==> src/rtl/uart_rx.sv <==
// uart_rx: bus-attached 8N1 UART receiver with a DEPTH-entry receive FIFO.
// Register map (addr[1:0]): 0 DATA (pop), 1 STATUS, 2 COUNT, 3 reads 0.
// Optional feature: define UART_RX_PARITY_EN for 8E1 framing with a
// sticky parity_err flag in STATUS bit 4 (cleared by writing 1).
module uart_rx #(
  parameter int CLK_HZ = 12000000,
  parameter int BAUD   = 115200,
  parameter int DEPTH  = 8
) (
  input  logic       clk,
  input  logic       rst,
  input  logic [4:0] addr,
  input  logic       rd_en,
  output logic [7:0] rd_data,
  output logic       rd_valid,
  input  logic       wr_en,
  input  logic [7:0] wr_data,
  input  logic       rx,
  output logic       irq
);

  localparam int DIV = CLK_HZ / BAUD;
  localparam int CW  = $clog2(DIV);
  localparam int AW  = $clog2(DEPTH);
  localparam logic [CW-1:0] HALF_LD = CW'(DIV / 2 - 1);
  localparam logic [CW-1:0] FULL_LD = CW'(DIV - 1);
  localparam logic [CW-1:0] CNT_ONE = CW'(1);
  localparam logic [AW-1:0] PTR_ONE = AW'(1);
  localparam logic [AW:0]   CNT_FULL = (AW + 1)'(DEPTH);
  localparam logic [AW:0]   ENT_ONE = (AW + 1)'(1);

`ifdef UART_RX_PARITY_EN
  typedef enum logic [2:0] {S_IDLE, S_START, S_DATA, S_PARITY, S_STOP} state_t;
`else
  typedef enum logic [2:0] {S_IDLE, S_START, S_DATA, S_STOP} state_t;
`endif

  state_t        state_q;
  logic [CW-1:0] cnt_q;
  logic [2:0]    bit_cnt_q;
  logic [7:0]    shift_q;
  logic          rx_meta_q, rx_sync_q, rx_prev_q;
  logic [7:0]    mem_q [DEPTH];
  logic [AW-1:0] wptr_q, rptr_q;
  logic [AW:0]   count_q, count_d;
  logic          overrun_q, frame_err_q;
  logic [7:0]    rd_data_q;
  logic          rd_valid_q, irq_q;
  logic          fall_s, tick_s, stop_tick_s, push_s, push_ok_s, pop_s;
  logic          full_s, not_empty_s, ovr_set_s, frame_set_s;
  logic [7:0]    clr_s, status_s;
  logic          unused_s;
`ifdef UART_RX_PARITY_EN
  logic          par_ok_q, parity_err_q, par_set_s;
`endif

  assign unused_s = ^{addr[4:2], wr_data};

  // Receive-side decode: edge detect, sample ticks, push and flag-set strobes.
  always_comb begin
    fall_s      = rx_prev_q & ~rx_sync_q;
    tick_s      = (cnt_q == '0);
    stop_tick_s = (state_q == S_STOP) && tick_s;
    frame_set_s = stop_tick_s & ~rx_sync_q;
`ifdef UART_RX_PARITY_EN
    push_s      = stop_tick_s & rx_sync_q & par_ok_q;
    par_set_s   = (state_q == S_PARITY) && tick_s && (rx_sync_q != ^shift_q);
`else
    push_s      = stop_tick_s & rx_sync_q;
`endif
    full_s      = (count_q == CNT_FULL);
    not_empty_s = (count_q != '0);
    pop_s       = rd_en && (addr[1:0] == 2'd0) && not_empty_s;
    // a pop in the same cycle frees a slot, so a push into a full FIFO succeeds
    push_ok_s   = push_s && (!full_s || pop_s);
    ovr_set_s   = push_s && full_s && !pop_s;
    if (wr_en && (addr[1:0] == 2'd1)) begin
      clr_s = wr_data;
    end else begin
      clr_s = 8'h00;
    end
`ifdef UART_RX_PARITY_EN
    status_s = {3'b000, parity_err_q, frame_err_q, overrun_q, full_s, not_empty_s};
`else
    status_s = {3'b000, 1'b0, frame_err_q, overrun_q, full_s, not_empty_s};
`endif
  end

  // Next FIFO occupancy from the push/pop pair.
  always_comb begin
    count_d = count_q;
    case ({push_ok_s, pop_s})
      2'b10:   count_d = count_q + ENT_ONE;
      2'b01:   count_d = count_q - ENT_ONE;
      default: count_d = count_q;
    endcase
  end

  // Two-flop synchronizer plus previous-value flop for falling-edge detect.
  always_ff @(posedge clk or posedge rst) begin
    if (rst) begin
      rx_meta_q <= 1'b1;
      rx_sync_q <= 1'b1;
      rx_prev_q <= 1'b1;
    end else begin
      rx_meta_q <= rx;
      rx_sync_q <= rx_meta_q;
      rx_prev_q <= rx_sync_q;
    end
  end

  // Frame FSM: start-bit check at mid bit, then one sample every DIV cycles.
  always_ff @(posedge clk or posedge rst) begin
    if (rst) begin
      state_q   <= S_IDLE;
      cnt_q     <= '0;
      bit_cnt_q <= 3'd0;
      shift_q   <= 8'h00;
`ifdef UART_RX_PARITY_EN
      par_ok_q  <= 1'b0;
`endif
    end else begin
      case (state_q)
        S_IDLE: begin
          if (fall_s) begin
            state_q <= S_START;
            cnt_q   <= HALF_LD;
          end
        end
        S_START: begin
          if (!tick_s) begin
            cnt_q <= cnt_q - CNT_ONE;
          end else if (!rx_sync_q) begin
            state_q   <= S_DATA;
            cnt_q     <= FULL_LD;
            bit_cnt_q <= 3'd0;
          end else begin
            state_q <= S_IDLE;
          end
        end
        S_DATA: begin
          if (!tick_s) begin
            cnt_q <= cnt_q - CNT_ONE;
          end else begin
            shift_q <= {rx_sync_q, shift_q[7:1]};
            cnt_q   <= FULL_LD;
            if (bit_cnt_q == 3'd7) begin
`ifdef UART_RX_PARITY_EN
              state_q <= S_PARITY;
`else
              state_q <= S_STOP;
`endif
            end else begin
              bit_cnt_q <= bit_cnt_q + 3'd1;
            end
          end
        end
`ifdef UART_RX_PARITY_EN
        S_PARITY: begin
          if (!tick_s) begin
            cnt_q <= cnt_q - CNT_ONE;
          end else begin
            par_ok_q <= (rx_sync_q == ^shift_q);
            cnt_q    <= FULL_LD;
            state_q  <= S_STOP;
          end
        end
`endif
        S_STOP: begin
          if (!tick_s) begin
            cnt_q <= cnt_q - CNT_ONE;
          end else begin
            state_q <= S_IDLE;
          end
        end
        default: state_q <= S_IDLE;
      endcase
    end
  end

  // FIFO storage; contents need no reset since COUNT gates every read.
  always_ff @(posedge clk) begin
    if (push_ok_s) begin
      mem_q[wptr_q] <= shift_q;
    end
  end

  // FIFO pointers, occupancy and the irq output.
  always_ff @(posedge clk or posedge rst) begin
    if (rst) begin
      wptr_q  <= '0;
      rptr_q  <= '0;
      count_q <= '0;
      irq_q   <= 1'b0;
    end else begin
      if (push_ok_s) wptr_q <= wptr_q + PTR_ONE;
      if (pop_s)     rptr_q <= rptr_q + PTR_ONE;
      count_q <= count_d;
      irq_q   <= (count_d != '0);
    end
  end

  // Sticky error flags; a set in the same cycle as a clear-write wins.
  always_ff @(posedge clk or posedge rst) begin
    if (rst) begin
      overrun_q    <= 1'b0;
      frame_err_q  <= 1'b0;
`ifdef UART_RX_PARITY_EN
      parity_err_q <= 1'b0;
`endif
    end else begin
      overrun_q    <= ovr_set_s   | (overrun_q   & ~clr_s[2]);
      frame_err_q  <= frame_set_s | (frame_err_q & ~clr_s[3]);
`ifdef UART_RX_PARITY_EN
      parity_err_q <= par_set_s   | (parity_err_q & ~clr_s[4]);
`endif
    end
  end

  // Registered read port answering rd_en one cycle later.
  always_ff @(posedge clk or posedge rst) begin
    if (rst) begin
      rd_data_q  <= 8'h00;
      rd_valid_q <= 1'b0;
    end else begin
      rd_valid_q <= rd_en;
      if (rd_en) begin
        case (addr[1:0])
          2'd0:    rd_data_q <= not_empty_s ? mem_q[rptr_q] : 8'h00;
          2'd1:    rd_data_q <= status_s;
          2'd2:    rd_data_q <= 8'(count_q);
          default: rd_data_q <= 8'h00;
        endcase
      end else begin
        rd_data_q <= rd_data_q;
      end
    end
  end

  assign rd_data  = rd_data_q;
  assign rd_valid = rd_valid_q;
  assign irq      = irq_q;

endmodule

==> config.mk <==
export PLATFORM = sky130hd
export DESIGN_NAME = uart_rx
export DESIGN_NICKNAME = d
export VERILOG_FILES = /design/src/rtl/uart_rx.sv
export SDC_FILE = /design/constraint.sdc
export NUM_CORES = 1
export LEC_CHECK = 0
export CAP_MARGIN = 20
export CORE_MARGIN = 5
export CORE_UTILIZATION = 59
export DETAILED_ROUTE_END_ITERATION = 10
export HOLD_SLACK_MARGIN = 0.05
export PLACE_DENSITY = 0.79
export SYNTH_ARGS = -nofsm -noshare
export SYNTH_HDL_FRONTEND = slang
export SYNTH_SLANG_ARGS = --single-unit
==> constraint.sdc <==
create_clock -name clk -period 3.2 [get_ports clk]
set_clock_uncertainty 0.15 [all_clocks]
set_input_delay 0.32 -clock clk [delete_from_list [all_inputs] [get_ports clk]]
set_output_delay 0.32 -clock clk [all_outputs]
set_load 0.02 [all_outputs]
==> results.py, run 1 <==
metrics = {
    "yosys": {
        "netlist_instances": 322,
        "yosysWarnings": 0,
        "avgSynthCellArea_um2": 14.7,
        "synth_area_leaders": "edfxtp_1 (41%), dfrtp_1 (22%), mux4_2 (7.6%)",
        "ys_seq_elements": 109,
        "synth_cell_types": 54,
        "syn-cell-area_mm2": 0.00474,
        "yosysTopAreaCell": "edfxtp_1",
        "async_flop_share_pct": 41.3,
        "ys_seq_area_share_pct": 64.4,
        "yosys.area.top_type_share_pct": 40.5,
        "synth_ff_type": "edfxtp_1",
        "synth_fp_nets": 351,
        "synth_edf_count": 64,
    },
    "setup_path": {
        "start_kind": "flop",
        "path_max_fanout": 10,
        "end_kind": "flop",
        "r2r_start": "cnt_q[3]$_DFFE_PP0P_",
        "rrSetupSlack_ns": 0.39,
        "crit_type": "flop to flop",
        "setup.worst_path.start": "cnt_q[3]$_DFFE_PP0P_",
        "critPathRequiredTime_ns": 3.30,
        "worstPathArrival_ns": 2.91,
    },
    "clock_network": {
        "hold_buffers": 0,
        "clock_latency_ns": 0.37,
        "cts_tree": "yes",
        "clk_path_buf_depth": 2,
        "cts.sinks": 109,
        "htreeDepth": 3,
        "postCtsResizedCells": 0,
        "cts_setup_buffers": 0,
        "cts.clk_slew.worst_paths_ns": 0.11,
        "root_buffer": "clkbuf_8",
        "cts-buffers-inserted": 9,
    },
    "die": {
        "die_h_um": 99.6,
        "num_rows": 32,
        "start_util_pct": 61.0,
        "die_area_mm2": 0.00993,
        "io_pins": 28,
        "coreArea_mm2": 0.00777,
        "die_w_um": 99.6,
    },
    "placement": {
        "post_dp_cell_area_mm2": 0.00507,
        "numPortBuffers": 18,
        "dpl.hpwl_um": 5630,
        "routabilityCongestion": 0.829,
        "dp_slack_ns": 0.435,
    },
    "timing": {
        "worst_pin_slew_ns": 0.623,
        "tns_ns": 0,
        "clock.fmax_ghz": 0.356,
        "max_slew_margin_pct": 58.3,
        "setup_violations": 0,
        "final_hold_viol_count": 0,
        "fin_ws_ns": 0.395,
        "maxSlewViolCount": 0,
        "rsz0062_at_grt": "no",
        "fin_crit_sh_pct": 87.7,
        "period_minus_slack_ns": 2.81,
    },
    "power": {
        "p_switching_mw": 1.41,
        "p_int_mw": 2.71,
        "clock_power_share_pct": 21.2,
        "power_density_mw_per_mm2": 776,
        "p_comb_share_pct": 31.6,
        "leakagePower_nw": 2.01,
        "vdd_drop_max_mv": 0.300,
        "seqPwrFrac_pct": 47.1,
        "p_sw_share_pct": 34.3,
    },
    "routing": {
        "via_count": 2742,
        "vias_per_cell": 5.96,
        "dr.pass1.iters": 4,
        "drc": 0,
        "wl_per_cell_um": 18.6,
        "finalWirelength_um": 8540,
        "ant_nets": 0,
        "drtIter0Drc": 172,
    },
    "status": {
        "run_status": "completed",
    },
    "layout": {
        "final_core_util_pct": 68.3,
        "antenna_cells": 0,
        "final_common_cell": "edfxtp_1",
        "final_cell_mix": "edfxtp_1 (64), dfrtp_1 (42), nand2_1 (20)",
        "drive_gt1_share_pct": 19.0,
        "area_growth_pct": 11.9,
        "stdcell_area_mm2": 0.00530,
        "nFillCells": 525,
        "fin_nets": 382,
    },
    "global_routing": {
        "grt_max_degree": 46,
        "grt_use_total_pct": 18.5,
        "grt-ovfl-total": 0,
        "antenna_found_initial": 0,
        "grt_pass1_vias": 2776,
        "grt_pass1_wl_um": 14000,
    },
    "hold_path": {
        "hp-class": "input pin to asynchronous set/reset pin",
    },
    "flow_run": {
        "cap_violations": 0,
    },
}
==> power groups by stage <==
stage | clock [mW] | combinational, mW | sequential (mW)
6_report | 0.873 | 1.30 | 1.94
5_1_grt | 0.964 | 1.44 | 1.97
4_1_cts | 0.888 | 1.30 | 1.94
3_5_place_dp | 0 | 1.29 | 1.97
3_3_place_gp | 0 | 1.26 | 1.96
2_1_floorplan | 0 | 1.04 | 1.89
==> flip-flops by register name, indices dropped and copies added (netlist names) <==
name,count
wptr_q,3
rx_meta_q,1
rd_valid,1
count_q,4
frame_err_q,1
overrun_q,1
bit_cnt_q,3
cnt_q,7
shift_q,8
mem_q,64
state_q,2
rd_data,8
rptr_q,3
irq,1
rx_sync_q,1
rx_prev_q,1
==> per-layer routing <==
layer | track usage (%) | part of all wire (%) | vias to the layer above
li1 | - | - | 1282
met1 | 24.9 | 45 | 1391
met5 | 0 | 0 | -
met2 | 29.9 | 50 | 65
met3 | 4.84 | 5.2 | 4
met4 | 5.67 | 0.56 | 0
==> path summary, 6_finish.rpt <==
check | cells after the start | to
worst max register to register | 8 | irq$_DFF_PP0_
worst max-delay path | 8 | irq$_DFF_PP0_
min in group clk | 1 | rx_meta_q$_DFF_PP1_
worst min register to register | 0 | rx_sync_q$_DFF_PP1_
max in group asynchronous | 3 | rx_meta_q$_DFF_PP1_
worst min-delay path | 2 | count_q[1]$_DFF_PP0_
==> kinds of logic after synthesis <==
family | after synthesis | share of synthesized area [%]
DFF | 109 | 64.4
and+or+nand+nor | 75 | 8.45
AOI/OAI and AO/OA | 57 | 8.37
muxes | 34 | 11.7
buffers and inverters | 29 | 2.88
adders and majority gates | 11 | 2.90
xor gates and xnor gates | 7 | 1.29
==> synthesized netlist by cell type (all sizes together) (4+ instances only) <==
master	count
o21a	4
nand2b	5
o21ai	13
buf	10
dfrtp	42
nand2	20
edfxtp	64
mux2	9
nor2	16
nand4	4
nor3	6
o211ai	4
ha	11
mux4	16
a21o	5
a31oi	6
a21oi	5
inv	17
a22oi	4
nand3	10
mux2i	9
o22ai	4
xnor2	5
==> stage by stage <==
stage               total power, mW  hold WS, ns  std cells
floorplan                      2.93        0.174        322
global placement               3.21        0.196        443
detailed placement             3.26        0.198        443
CTS                            4.13        0.187        459
global route                   4.38        0.120        460
finish                         4.12        0.108        460
==> worst max-delay path, stage by stage, from the launching register on <==
cell and delay (ns):
dfrtp_1 0.46, nor4_4 0.54, and4_1 0.38, nor2_1 0.09
xor2_1 0.16, ha_1 0.20, nor4_1 0.40, o21a_1 0.22
o211ai_2 0.09
==> layout make-up <==
class | count | area (um^2) | area share, %
Clock buffer | 9 | 124 | 2.34
Clock inverter | 7 | 87.6 | 1.65
Inverter | 17 | 63.8 | 1.20
Multi-Input combinational cell | 184 | 1550 | 29.3
Sequential cell | 109 | 3050 | 57.5
Tap cell | 102 | 128 | 2.41
Timing Repair Buffer | 32 | 298 | 5.61
Power figures use the tool's default switching activity.
==> run 2, diff against run 1 <==
Settings changed: CAP_MARGIN 20 to not set.
==> results.py, run 2 (synthesis gave the netlist of run 1 again) <==
metrics = {
    "placement": {
        "numPortBuffers": 18,
        "place_inst": 443,
        "routabilityCongestion": 0.829,
        "dp_slack_ns": 0.435,
        "post_dp_cell_area_mm2": 0.00507,
        "dpl.hpwl_um": 5630,
    },
    "layout": {
        "stdcell_area_mm2": 0.00528,
        "drive_gt1_share_pct": 18.8,
        "top_register": "mem_q",
        "multi_input_area_mm2": 0.00155,
        "area_growth_pct": 11.5,
        "final_cells": 459,
        "fin_nets": 381,
        "final_cell_mix": "edfxtp_1 (64), dfrtp_1 (42), nand2_1 (20)",
        "final_core_util_pct": 68.0,
        "antenna_cells": 0,
        "final_common_cell": "edfxtp_1",
        "nFillCells": 528,
        "largest_reg_flops": 64,
        "regArea_mm2": 0.00305,
    },
    "global_routing": {
        "grt_use_total_pct": 18.5,
        "grt_max_degree": 46,
        "grt_pass1_wl_um": 14000,
        "grt_pass1_vias": 2776,
        "antenna_found_initial": 0,
        "grt-ovfl-total": 0,
    },
    "timing": {
        "fin_ws_ns": 0.400,
        "period_minus_slack_ns": 2.80,
        "fin_crit_sh_pct": 87.5,
        "setup_violations": 0,
        "worst_pin_slew_ns": 0.968,
        "max_slew_margin_pct": 35.4,
        "tns_ns": 0,
        "clock.fmax_ghz": 0.357,
        "final_hold_viol_count": 0,
        "rsz0062_at_grt": "no",
        "hold_ws_ns": 0.198,
        "maxSlewViolCount": 0,
    },
    "power": {
        "p_comb_share_pct": 31.6,
        "p_sw_share_pct": 34.2,
        "power_density_mw_per_mm2": 777,
        "p_int_mw": 2.70,
        "clock_power_share_pct": 21.2,
        "p_total_mw": 4.11,
        "p_switching_mw": 1.40,
        "seqPwrFrac_pct": 47.2,
        "vdd_drop_max_mv": 0.300,
        "leakagePower_nw": 2.00,
    },
    "die": {
        "num_rows": 32,
        "coreArea_mm2": 0.00777,
        "io_pins": 28,
        "die_area_mm2": 0.00993,
        "start_util_pct": 61.0,
        "die_h_um": 99.6,
        "die_w_um": 99.6,
    },
    "setup_path": {
        "start_kind": "flop",
        "critPathMaxStageDelay_ns": 0.55,
        "crit_chain": "nor4_4 > and4_1 > nor2_1 > xor2_1 > ha_1 > nor4_1 > o21a_1 > o211ai_2",
        "critPathTopFamily": "simple AND/OR/NAND/NOR gates",
        "worstPathArrival_ns": 2.90,
        "crit_type": "flop to flop",
        "critPathRequiredTime_ns": 3.30,
        "path_buf_inv": 0,
        "end_kind": "flop",
        "path_max_fanout": 10,
        "critPathSlowestCell": "nor4_4",
    },
    "clock_network": {
        "postCtsResizedCells": 0,
        "cts.sinks": 109,
        "cts.clk_slew.worst_paths_ns": 0.11,
        "clock_latency_ns": 0.37,
        "clk_path_buf_depth": 2,
        "root_buffer": "clkbuf_8",
        "hold_buffers": 0,
        "cts_tree": "yes",
        "htreeDepth": 3,
        "cts_setup_buffers": 0,
        "cts-buffers-inserted": 9,
    },
    "flow_run": {
        "cap_violations": 0,
    },
    "routing": {
        "met3WireLength_um": 573,
        "met2_length_um": 4110,
        "ant_nets": 0,
        "drtIter0Drc": 179,
        "wl_per_cell_um": 18.4,
        "via_count": 2742,
        "top_layer_used": "met4",
        "vias_per_cell": 5.97,
        "finalWirelength_um": 8440,
        "drc": 0,
        "dr.pass1.iters": 4,
        "wl_met1_um": 3670,
    },
    "status": {
        "run_status": "completed",
    },
    "hold_path": {
        "hp-class": "input pin to flop",
    },
}
run 2: cell count changes in the layout (fill, tap and decap cells not counted), sizes merged:
cell,before,now
buf,14,13
run 2: area by class of cell:
type	instances	share of cell area (%)
clock buffer	9	2.34
sequential	109	57.8
inverter	17	1.21
multi-input combinational	184	29.4
tap	102	2.42
clock inverter	7	1.66
timing repair buffer	31	5.26
run 2: path summary, 6_finish.rpt:
check,start,to,slack (ns),cells past startpoint
worst max-delay path,cnt_q[3]$_DFFE_PP0P_,irq$_DFF_PP0_,0.40,8
worst min-delay path,rx,rx_meta_q$_DFF_PP1_,0.20,1
worst max register to register,cnt_q[3]$_DFFE_PP0P_,irq$_DFF_PP0_,0.40,8
worst min register to register,rx_meta_q$_DFF_PP1_,rx_sync_q$_DFF_PP1_,0.21,0
max in group asynchronous,rst,frame_err_q$_DFF_PP0_,1.96,2
min in group asynchronous,rst,cnt_q[2]$_DFFE_PP0P_,0.33,2
run 2: per-layer routing:
metal / GRT usage (%) / up-vias
li1: - / 1288
met1: 24.9 / 1363
met2: 29.9 / 84
met3: 4.84 / 7
met4: 5.67 / 0
met5: 0 / -
run 2: worst register-to-register path, stage by stage, from the launching register on:
cell and delay (ns):
dfrtp_1 0.46, nor4_4 0.55, and4_1 0.37, nor2_1 0.09
xor2_1 0.15, ha_1 0.20, nor4_1 0.40, o21a_1 0.22
o211ai_2 0.09
run 2: power groups by stage:
stage	Combinational [mW]	Sequential, mW	Clock [mW]
finish	1.30	1.94	0.871
global route	1.43	1.97	0.964
CTS	1.30	1.94	0.888
detailed placement	1.29	1.97	0
global placement	1.26	1.96	0
floorplan	1.04	1.89	0
==> run 3, diff against run 2 <==
Settings changed: CAP_MARGIN set to 20, CORE_MARGIN 5 to 4, CORE_UTILIZATION 59 to 30, PLACE_DENSITY 0.79 to not set.
==> results.py, run 3 (synthesis gave the netlist of run 1 again) <==
metrics = {
    "status": {
        "run_status": "completed",
    },
    "power": {
        "leakagePower_nw": 2.05,
        "p_comb_share_pct": 29.4,
        "p_int_mw": 2.91,
        "clock_power_share_pct": 25.2,
        "p_switching_mw": 1.41,
        "p_sw_share_pct": 32.6,
        "vdd_drop_max_mv": 0.292,
        "power_density_mw_per_mm2": 780,
        "seqPwrFrac_pct": 45.4,
    },
    "timing": {
        "maxSlewViolCount": 0,
        "hold_ws_ns": 0.207,
        "final_hold_viol_count": 0,
        "setup_violations": 0,
        "period_minus_slack_ns": 2.74,
        "fin_crit_sh_pct": 85.7,
        "worst_pin_slew_ns": 0.661,
        "clock.fmax_ghz": 0.365,
        "tns_ns": 0,
        "rsz0062_at_grt": "no",
        "max_slew_margin_pct": 55.8,
    },
    "die": {
        "die_area_mm2": 0.0179,
        "num_rows": 45,
        "io_pins": 28,
        "die_h_um": 134,
        "die_w_um": 134,
        "coreArea_mm2": 0.0153,
        "start_util_pct": 30.9,
    },
    "placement": {
        "numPortBuffers": 18,
        "routabilityCongestion": 0.777,
        "place_inst": 552,
        "dpl.hpwl_um": 5860,
    },
    "global_routing": {
        "grt_pass1_wl_um": 14600,
        "grt-ovfl-total": 0,
        "antenna_found_initial": 0,
        "grt_max_degree": 46,
        "grt_pass1_vias": 2655,
        "grt_use_total_pct": 10.4,
    },
    "layout": {
        "area_growth_pct": 16.9,
        "final_cell_mix": "edfxtp_1 (64), dfrtp_1 (42), nand2_1 (20)",
        "top_register": "mem_q",
        "final_common_cell": "edfxtp_1",
        "largest_reg_flops": 64,
        "drive_gt1_share_pct": 19.2,
        "antenna_cells": 0,
        "nFillCells": 1466,
        "fin_nets": 383,
        "final_cells": 570,
    },
    "routing": {
        "via_count": 2676,
        "drtIter0Drc": 177,
        "drc": 0,
        "finalWirelength_um": 8790,
        "vias_per_cell": 4.69,
        "dr.pass1.iters": 4,
        "ant_nets": 0,
        "wl_per_cell_um": 15.4,
    },
    "setup_path": {
        "critPathRequiredTime_ns": 3.09,
        "setup.worst_path.start": "cnt_q[3]$_DFFE_PP0P_",
        "worstPathArrival_ns": 2.63,
        "start_kind": "flop",
        "path_max_fanout": 10,
        "crit_chain": "nor4_4 > nand4_1 > a21oi_2 > nand2b_1 > nor3_1 > buf_4",
        "crit_type": "flop to flop",
        "r2r_cells": 6,
        "critPathMaxStageDelay_ns": 0.54,
        "r2r_start": "cnt_q[3]$_DFFE_PP0P_",
        "end_kind": "flop",
        "critPathSlowestCell": "nor4_4",
    },
    "flow_run": {
        "cap_violations": 0,
    },
    "hold_path": {
        "holdPathStages": 0,
        "hp-class": "flop to flop",
        "min_from": "rx_meta_q$_DFF_PP1_",
    },
    "clock_network": {
        "htreeDepth": 3,
        "cts_tree": "yes",
        "cts.sinks": 109,
        "clock_latency_ns": 0.34,
        "cts.clk_slew.worst_paths_ns": 0.07,
        "cts-buffers-inserted": 9,
        "root_buffer": "clkbuf_16",
        "clk_path_buf_depth": 2,
    },
}
run 3: changes by cell type in the layout (fill, tap and decap cells not counted):
cell | before | now
buf_12 | 0 | 1
bufinv_16 | 1 | 0
clkbuf_16 | 0 | 10
clkbuf_8 | 9 | 0
clkinv_1 | 1 | 0
clkinv_2 | 0 | 2
clkinv_4 | 0 | 1
dlygate4sd3_1 | 0 | 1
inv_6 | 3 | 2
inv_8 | 1 | 0
run 3: final cells by class:
class	count	area (um^2)	share of cell area, %
inverter	17	63.8	1.15
clock buffer	10	250	4.52
tap	211	264	4.76
timing repair buffer	33	308	5.55
multi-input combinational	184	1550	28.0
clock inverter	6	52.6	0.948
sequential	109	3050	55.1
run 3: worst max-delay path, delay by kind of cell, from the launching register on:
family          cells  cell delay (ns)
compound gates      1             0.39
buf+inv             1             0.24
flops               1             0.44
simple gates        4             1.22
run 3: stage by stage:
stage / area (um^2) / total power [mW] / setup slack [ns] / utilization [%]
floorplan: 4740 / 2.93 / 0.522 / -
global placement: 5210 / 3.22 / 0.501 / 34.0
CTS: 5510 / 4.36 / 0.471 / 36.0
finish: 5540 / 4.32 / 0.459 / 36.2
detailed placement: 5210 / 3.27 / 0.482 / 34.0
global route: 5540 / 4.61 / 0.247 / 36.2
run 3: worst paths after layout:
| check | slack (ns) | to |
|---|---|---|
| min in group asynchronous | 0.60 | shift_q[2]$_DFFE_PP0P_ |
| worst min-delay path | 0.21 | rx_sync_q$_DFF_PP1_ |
| worst min register to register | 0.21 | rx_sync_q$_DFF_PP1_ |
| worst max register to register | 0.46 | mem_q[0][7]$_DFFE_PP_ |
| max in group asynchronous | 1.80 | rx_prev_q$_DFF_PP1_ |
| worst max-delay path | 0.46 | mem_q[0][7]$_DFFE_PP_ |
run 3: per-layer routing:
| metal | part of all wire (%) | track usage [%] | routed length [um] |
|---|---|---|---|
| met1 | 48 | 14.2 | 4210 |
| met2 | 48 | 16.6 | 4260 |
| met3 | 2.5 | 1.89 | 223 |
| met4 | 1.2 | 3.94 | 103 |
| met5 | 0 | 0 | 0 |
run 3: power by group through the flow:
stage	clock, mW	combinational, mW	sequential (mW)
2_1_floorplan	0	1.04	1.89
3_3_place_gp	0	1.24	1.99
3_5_place_dp	0	1.27	2.00
4_1_cts	1.12	1.27	1.97
5_1_grt	1.18	1.42	2.01
6_report	1.09	1.27	1.96
run 3: timing repair:
item	4_1_cts	5_1_grt
hold buffers	0	1
endpoints found under the hold margin	0	3
resized for setup	0	0
setup endpoints to repair	0	0
buffers inserted	0	0
